<file path="config.mk">
export PLATFORM = sky130hd
export DESIGN_NAME = calculator3
export DESIGN_NICKNAME = d
export VERILOG_FILES = /design/src/rtl/calculator3.sv
export SDC_FILE = /design/constraint.sdc
export NUM_CORES = 1
export LEC_CHECK = 0
export ABC_CLOCK_PERIOD_IN_PS = 6550
export BUFFER_PORTS_ARGS = -buffer_cell sky130_fd_sc_hd__buf_4
export CORE_ASPECT_RATIO = 1.4
export CORE_MARGIN = 2
export CORE_UTILIZATION = 56
export CTS_BUF_LIST = sky130_fd_sc_hd__clkbuf_8
export DETAILED_ROUTE_END_ITERATION = 12
export PLACE_DENSITY = 0.81
export SETUP_SLACK_MARGIN = 0.2
export SLEW_MARGIN = 40
export SYNTH_ARGS = -nofsm -noshare
export SYNTH_HDL_FRONTEND = slang
export SYNTH_SLANG_ARGS = --single-unit
export TNS_END_PERCENT = 100
</file>
<file path="constraint.sdc">
create_clock -name clk -period 6.55 [get_ports clk]
set_input_delay 0.655 -clock clk [delete_from_list [all_inputs] [get_ports clk]]
set_output_delay 0.655 -clock clk [all_outputs]
set_load 0.02 [all_outputs]
</file>
<file path="src/rtl/calculator3.sv">
// calculator3: unsigned add/sub/mul in one cycle, restoring divide over WIDTH
// cycles, valid/ready request side and a one-cycle o_valid result pulse.
module calculator3 #(
  parameter int WIDTH = 6
) (
  input  logic                 clk,
  input  logic                 rstb,
  input  logic                 i_valid,
  output logic                 o_ready,
  input  logic [1:0]           i_op,
  input  logic [WIDTH-1:0]     i_data1,
  input  logic [WIDTH-1:0]     i_data2,
  output logic                 o_valid,
  output logic [2*WIDTH-1:0]   o_result,
  output logic [WIDTH-1:0]     o_rem,
  output logic                 o_err
);

  localparam int CW = $clog2(WIDTH + 1);

  typedef enum logic [1:0] {IDLE, DIV, DONE} state_t;

  state_t             state;
  logic [WIDTH-1:0]   rem_q, quo_q, dvs_q;
  logic [CW-1:0]      cnt_q;

  // One restoring step; returns {next remainder, next quotient/dividend shift}.
  // rem < dvs holds throughout, so bit WIDTH of the difference is the borrow.
  function automatic logic [2*WIDTH-1:0] div_step(input logic [WIDTH-1:0] rem,
                                                  input logic [WIDTH-1:0] quo,
                                                  input logic [WIDTH-1:0] dvs);
    logic [WIDTH:0] sh, diff;
    sh   = {rem, quo[WIDTH-1]};
    diff = sh - {1'b0, dvs};
    if (!diff[WIDTH]) return {diff[WIDTH-1:0], quo[WIDTH-2:0], 1'b1};
    else              return {sh[WIDTH-1:0],   quo[WIDTH-2:0], 1'b0};
  endfunction

  logic                 accept;
  logic [WIDTH:0]       sum_w, dif_w;
  logic [2*WIDTH-1:0]   prod_w, step_load, step_run;

  assign o_ready   = (state != DIV);
  assign accept    = i_valid & o_ready;
  assign sum_w     = {1'b0, i_data1} + {1'b0, i_data2};
  assign dif_w     = {1'b0, i_data1} - {1'b0, i_data2};
  assign prod_w    = (2*WIDTH)'(i_data1) * (2*WIDTH)'(i_data2);
  assign step_load = div_step('0, i_data1, i_data2);
  assign step_run  = div_step(rem_q, quo_q, dvs_q);

  always_ff @(posedge clk or negedge rstb) begin
    if (!rstb) begin
      state    <= IDLE;
      o_valid  <= 1'b0;
      o_result <= '0;
      o_rem    <= '0;
      o_err    <= 1'b0;
      rem_q    <= '0;
      quo_q    <= '0;
      dvs_q    <= '0;
      cnt_q    <= '0;
    end else begin
      o_valid <= 1'b0;
      case (state)
        DIV: begin
          rem_q <= step_run[2*WIDTH-1:WIDTH];
          quo_q <= step_run[WIDTH-1:0];
          cnt_q <= cnt_q - CW'(1);
          if (cnt_q == CW'(1)) begin
            o_result <= {{WIDTH{1'b0}}, step_run[WIDTH-1:0]};
            o_rem    <= step_run[2*WIDTH-1:WIDTH];
            o_err    <= 1'b0;
            o_valid  <= 1'b1;
            state    <= DONE;
          end
        end
        default: begin
          if (accept) begin
            o_rem <= '0;
            o_err <= 1'b0;
            case (i_op)
              2'b00: begin
                o_result <= (2*WIDTH)'(sum_w);
                o_valid  <= 1'b1;
                state    <= DONE;
              end
              2'b01: begin
                o_result <= {{(WIDTH-1){dif_w[WIDTH]}}, dif_w};
                o_valid  <= 1'b1;
                state    <= DONE;
              end
              2'b10: begin
                o_result <= prod_w;
                o_valid  <= 1'b1;
                state    <= DONE;
              end
              default: begin
                if (i_data2 == '0) begin
                  // Quotient saturates to WIDTH ones, zero-extended like any quotient.
                  o_result <= {{WIDTH{1'b0}}, {WIDTH{1'b1}}};
                  o_rem    <= i_data1;
                  o_err    <= 1'b1;
                  o_valid  <= 1'b1;
                  state    <= DONE;
                end else begin
                  // The load edge already performs the first of the WIDTH steps.
                  rem_q    <= step_load[2*WIDTH-1:WIDTH];
                  quo_q    <= step_load[WIDTH-1:0];
                  dvs_q    <= i_data2;
                  cnt_q    <= CW'(WIDTH - 1);
                  o_result <= o_result;
                  o_rem    <= o_rem;
                  o_err    <= o_err;
                  state    <= DIV;
                end
              end
            endcase
          end else begin
            state <= IDLE;
          end
        end
      endcase
    end
  end

endmodule

</file>
==> impl_metrics.yaml, run 1 <==
pwr:
  clkPwrFrac_pct: 11.1
  ir_worst_vdd_v: 0.000176
  p_sw_share_pct: 45.0
  p_leak_nw: 2.23
  p_per_area_nw_per_um2: 331
  total_power_w: 0.00148
  netSwitchingPower_w: 0.000664
  internal_power_w: 0.000814
  seq_power_share_pct: 30.2
  combPwrFrac_pct: 58.8
timing:
  hold_viol_final: 0
  grt_setup_unrepaired: "no"
  slew_headroom_pct: 52.5
  clock.fmax_mhz: 253
  setup_viol: 0
  period_share_pct: 60.4
  worst_slew_pin_slew_ns: 0.709
  clock_skew_ns: 0.00872
  finalSetupTns_ns: 0
  slew_violations: 0
  period_minus_slack_ns: 3.96
  final.setup.worst_slack_ns: 2.59
min_path:
  hp-class: "input pin to asynchronous set/reset pin"
final_layout:
  fin_nets: 578
  design_area_um2: 4470
  utilization_pct: 63.6
  area_growth_pct: 9.71
  drive_gt1_share_pct: 12.5
  diodes: 0
detailed_routing:
  drtIter0Drc: 206
  post_drt_wl_per_cell_um: 17.5
  wirelength_um: 10300
  vias_per_cell: 5.85
  first_pass_iters: 5
  antenna_left: 0
  drc: 0
  via_count: 3450
global_routing:
  overflow: 0
  track_usage_pct: 27.0
  grt_pass1_vias: 3546
  grt_max_degree: 44
  antenna_found_initial: 0
  grt_pass1_wl_um: 17000
clock_network:
  clock_path_buffers: 2
  ctsHoldBuffers: 0
  htree_num_levels: 2
  clkLatencyLatePin_ns: 0.30
  cts_root_buffer: "clkbuf_8"
  cts_setup_buffers: 0
  cts_buffers: 5
  cts_sinks: 43
  postCtsResizedCells: 0
  clkSlewWorstSetupHoldPaths_ns: 0.08
  cts_tree: "built"
yosys:
  yosys_warnings: 0
  synth_edf_count: 0
  yosysUniqueCellTypes: 63
  yosys-top-cells-area: "dfrtp_1 (26%), ha_1 (14%), fa_1 (9.8%)"
  post-synth-top-area-cell: "dfrtp_1"
  syn_nets: 549
  synthCells: 465
  synth_top_flop_cell: "dfrtp_1"
  syn-cell-area_um2: 4070
  synthArstFlopShare_pct: 100
  synth_top_area_share_pct: 26.4
  synth-seq-cells: 43
  ys_seq_area_share_pct: 26.4
  syn_area_per_cell_um2: 8.76
setup_path:
  worstPathMaxFanout: 7
  cp.required_ns: 6.73
  crit_path_end_kind: "flip-flop"
  critPathKind: "input pin to flip-flop"
  crit_arrival_ns: 4.14
  startpoint_type: "input pin"
place:
  io_buffers: 37
  dp_hpwl_um: 8160
  placed_area_um2: 4380
  place.gp.congestion: 0.988
  place_ws_ns: 2.27
floorplan:
  initial_core_util_pct: 58.0
  dieWidth_um: 76.1
  die_area_um2: 7980
  placementRows: 36
  core_um2: 7030
  die_h_um: 105
  pin_count: 38
job:
  max_cap_viol_count: 0
outcome:
  status: "finished, final reports clean"
[registers in the layout (all words and copies together) (netlist names)]
register and flops:
state 2, quo_q 6, o_result 12, rem_q 6
o_err 1, o_rem 6, cnt_q 3, dvs_q 6
o_valid 1
[power groups by stage]
| stage | sequential, W | combinational, W | clock (W) |
|---|---|---|---|
| 2_1_floorplan | 0.000493 | 0.000566 | 0 |
| 3_3_place_gp | 0.000447 | 0.000834 | 0 |
| 3_5_place_dp | 0.000451 | 0.000863 | 0 |
| 4_1_cts | 0.000446 | 0.000868 | 0.000168 |
| 5_1_grt | 0.000460 | 0.000960 | 0.000179 |
| 6_report | 0.000446 | 0.000868 | 0.000164 |
[placed cells by master, fill, tap and decap left out, drive strengths merged, types with 3 or more instances in the layout]
cell	netlist	routed
a211oi	7	7
and2	12	12
o21ai	23	23
xor2	6	6
fa	20	20
xnor2	6	6
nor3	6	6
o211ai	7	7
dfrtp	43	43
nor2	28	28
mux2i	5	5
a31oi	7	7
clkbuf	7	5
nand2b	5	5
ha	47	47
o21a	3	3
a21o	13	13
buf	8	37
a21oi	26	26
nor2b	9	9
o31ai	4	4
a221oi	4	4
nand4	3	3
inv	57	58
nand2	59	59
mux2	3	3
nand3	14	14
[area by class of cell]
type	count	area, um2
repair buffers	37	278
flip-flops and latches	43	1080
clock inverters	3	16.3
well taps	95	119
fillers	625	2560
clock buffers	5	68.8
multi-input cells	350	2700
inverters	57	214
[metrics by stage]
stage          hold slack, ns  std cells
2_1_floorplan           0.359        465
4_1_cts                 0.348        590
5_1_grt                 0.369        590
6_report                0.334        590
3_5_place_dp            0.474        582
3_3_place_gp            0.467        582
[cells by family after synthesis]
group	after synthesis	synth area share, %
and+or+nand+nor	148	17.9
AOI/OAI and AO/OA	115	19.0
buffers and inverters	72	7.43
adders and majority gates	67	24.3
DFF	43	26.4
xor gates and xnor gates	12	2.95
muxes	8	2.06
[layer usage]
layer  GRT usage (%)  wire, um  up-vias
met1            31.3      4000     1653
met5               0         0        -
li1                -         -     1667
met3            3.45       419       22
met2            49.1      5520      108
met4            12.5       350        0
[worst max-delay path, stage by stage]
cell       delay [ns]
buf_4            0.16
ha_1             0.21
fa_1             0.48
inv_1            0.05
fa_1             0.47
fa_1             0.57
inv_1            0.05
ha_1             0.34
nor2b_1          0.15
o21ai_0          0.14
nand2b_1         0.15
and4_1           0.23
a2111oi_0        0.40
o21ai_1          0.09
[synth_stat cells (5+ instances only)]
| cell type | instances |
|---|---|
| a211oi_1 | 5 |
| a21o_1 | 12 |
| a21oi_1 | 26 |
| a31oi_1 | 7 |
| and2_1 | 10 |
| clkbuf_1 | 7 |
| dfrtp_1 | 43 |
| fa_1 | 20 |
| ha_1 | 47 |
| inv_1 | 57 |
| mux2i_1 | 5 |
| nand2_1 | 58 |
| nand2b_1 | 5 |
| nand3_1 | 13 |
| nor2_1 | 28 |
| nor2b_1 | 9 |
| nor3_1 | 6 |
| o211ai_1 | 7 |
| o21ai_0 | 17 |
| o21ai_1 | 6 |
| xnor2_1 | 5 |
| xor2_1 | 5 |
[path summary, 6_finish.rpt]
path                                  from           to  slack (ns)  cells past startpoint
min in group clk                  dvs_q[2]     dvs_q[2]        0.49                      2
worst min-delay path                  rstb  o_result[3]        0.33                      1
worst min register to register    dvs_q[2]     dvs_q[2]        0.49                      2
worst max register to register    state[1]  o_result[1]        3.84                      6
max in group asynchronous             rstb     rem_q[0]        5.82                      1
worst max-delay path            i_data1[5]  o_result[9]        2.59                     14
(Power assumes the default switching activity.)
==> run 2, diff against run 1 <==
ABC_AREA = 1   (was default)
ABC_CLOCK_PERIOD_IN_PS = 4100   (was 6550)
clock period = 4.1 ns   (was 6.55 ns; I/O delays follow)
==> impl_metrics.yaml, run 2 <==
final_layout:
  multi_input_area_um2: 2560
  area_growth_pct: 10.7
  mostFrequentLayoutCells: "nand2_1 (130), inv_1 (97), ha_1 (47)"
  drive_gt1_share_pct: 13.1
  regArea_um2: 1080
  fin_cells: 677
  top_register: "o_result"
  final_common_cell: "nand2_1"
  fin_nets: 665
  diodes: 0
  fill_cells: 642
  largest_reg_flops: 12
floorplan:
  die_h_um: 105
  die_area_um2: 8030
  core_um2: 7030
  placementRows: 36
  pin_count: 38
  dieWidth_um: 76.3
  initial_core_util_pct: 58.4
yosys:
  synthArstFlopShare_pct: 100
  post-synth-top-area-cell: "dfrtp_1"
  synth-simple-area-share_pct: 26.0
  syn-cell-area_um2: 4100
  yosys-top-cells-area: "dfrtp_1 (26%), ha_1 (14%), nand2_1 (12%)"
  yosysUniqueCellTypes: 36
  yosysMostFrequentCell: "nand2_1"
  muxShareOfSynthArea_pct: 0
  synth_compound_area_share_pct: 11.3
  synth_edf_count: 0
  synth_top_area_share_pct: 26.2
  synth_top_family_by_area: "simple AND/OR/NAND/NOR gates"
  synthAdderAreaFrac_pct: 24.1
  synth_common_cells: "nand2_1 (130), inv_1 (97), ha_1 (47), nand3_1 (45), dfrtp_1 (43)"
  syn_area_per_cell_um2: 7.48
  yosys_warnings: 0
  yosys.area_share.xor_xnor_pct: 0.854
  synth_top_flop_cell: "dfrtp_1"
  syn_nets: 632
  synthCells: 548
  synth-seq-cells: 43
  ys_seq_area_share_pct: 26.2
clock_network:
  clkLatencyLatePin_ns: 0.31
  ctsHoldBuffers: 0
  htree_num_levels: 2
  clock_path_buffers: 2
  cts_buffers: 5
  cts_setup_buffers: 0
  cts_tree: "built"
  postCtsResizedCells: 0
  cts_sinks: 43
  cts_root_buffer: "clkbuf_8"
  clkSlewWorstSetupHoldPaths_ns: 0.10
setup_path:
  cpPeakStageDelay_ns: 0.56
  path_cells: "buf_4 -> ha_1 -> fa_1 -> fa_1 -> inv_1 -> fa_1 -> inv_1 -> ha_1 -> nand3_1 -> nand2_1 -> nand3_1 -> nand3_1 -> nand2_1 -> o21ai_0 -> nand2_1 -> nand2_1"
  cp.required_ns: 4.36
  critPathKind: "input pin to flip-flop"
  crit_arrival_ns: 3.73
  worstPathMaxFanout: 9
  startpoint_type: "input pin"
  crit_path_end_kind: "flip-flop"
  slowest_stage: "fa_1"
  ff2ff_path_depth: 13
  crit_top_cell: "nand2_1"
timing:
  slew_headroom_pct: 63.4
  clock.fmax_mhz: 288
  worst_slew_pin_slew_ns: 0.549
  hold_viol_final: 0
  slew_violations: 0
  grt_setup_unrepaired: "no"
  setup_viol: 0
  period_minus_slack_ns: 3.47
  clock_skew_ns: 0.0181
  finalSetupTns_ns: 0
  period_share_pct: 84.7
pwr:
  ir_worst_vdd_v: 0.000241
  seq_power_share_pct: 29.1
  p_sw_share_pct: 46.3
  internal_power_w: 0.00130
  netSwitchingPower_w: 0.00112
  combPwrFrac_pct: 56.8
  p_leak_nw: 2.53
  clkPwrFrac_pct: 14.1
  p_per_area_nw_per_um2: 532
detailed_routing:
  antenna_left: 0
  via_count: 3754
  drtIter0Drc: 225
  drc: 0
  wirelength_um: 10300
  post_drt_wl_per_cell_um: 15.3
  first_pass_iters: 6
  vias_per_cell: 5.55
place:
  dp.cells: 669
  place.gp.congestion: 0.900
  io_buffers: 37
  dp_hpwl_um: 8120
min_path:
  hp-class: "input pin to asynchronous set/reset pin"
outcome:
  status: "finished, final reports clean"
global_routing:
  overflow: 0
  grt_pass1_vias: 3866
  grt_max_degree: 44
  antenna_found_initial: 0
  grt_pass1_wl_um: 17800
  track_usage_pct: 27.3
job:
  max_cap_viol_count: 0
## run 2: cell types whose count changed after synthesis, sizes merged, moves of 7 or more
cell	before	now
nand2	59	140
inv	57	105
nand3	14	46
a21oi	26	43
a21o	13	0
and2	12	0
nor2b	9	0
nor2	28	36
a211oi	7	0
o211ai	7	0
o21ai	23	30
## run 2: through the flow
step | cell area (um2) | hold slack [ns] | total power [W] | setup WS, ns | util [%]
final | 4540 | 0.0880 | 0.00242 | 0.627 | 64.6
after global routing | 4540 | 0.135 | 0.00262 | 0.365 | 64.6
after CTS | 4540 | 0.113 | 0.00241 | 0.591 | 64.6
after detailed placement | 4430 | 0.436 | 0.00207 | 0.277 | 63.0
after global placement | 4420 | 0.432 | 0.00201 | 0.312 | 63.0
after floorplan | 4100 | 0.114 | 0.00167 | 0.631 | -
## run 2: metal layers
layer	GRT usage, %	wire [um]	vias up
li1	-	-	1795
met3	3.08	467	45
met1	31.3	3890	1782
met2	50.6	5480	132
met4	11.9	495	0
met5	0	0	-
## run 2: area by class of cell
cell class                 count  area share, %
clock inverter                 3          0.964
sequential                    43           23.7
tap                           95           2.62
timing repair buffer          37           6.12
multi-input combinational    389           56.4
clock buffer                   5           1.52
inverter                     105           8.73
## run 2: final timing paths
kind	from	to	slack (ns)
worst max-delay path	i_data1[3]	o_result[9]	0.63
worst min-delay path	rstb	quo_q[1]	0.09
worst max register to register	quo_q[5]	rem_q[5]	1.98
worst min register to register	o_result[6]	o_result[6]	0.50
max in group asynchronous	rstb	o_rem[1]	3.63
min in group clk	i_data2[2]	dvs_q[2]	0.43
## run 2: power groups by stage
stage	Sequential [W]	Combinational, W	Clock [W]
after floorplan	0.000781	0.000889	0
after global placement	0.000700	0.00131	0
after detailed placement	0.000705	0.00136	0
after CTS	0.000700	0.00137	0.000339
after global routing	0.000721	0.00154	0.000361
final	0.000703	0.00137	0.000341
## run 2: worst max-delay path, delay by kind of cell
| kind | cells | cell delay, ns |
|---|---|---|
| adders and majority gates | 5 | 2.21 |
| buffers and inverters | 3 | 0.26 |
| AOI/OAI and AO/OA | 1 | 0.23 |
| and+or+nand+nor | 7 | 0.61 |
## run 2: cell families (layout without fill, tap and decap cells)
family                   count (synthesis)  after routing
buffers and inverters                  116            150
AND/OR/NAND/NOR                        235            235
adder cells (fa/ha/maj)                 67             67
flip-flops                              43             43
AO/OA/AOI/OAI                           83             83
XOR/XNOR                                 4              4
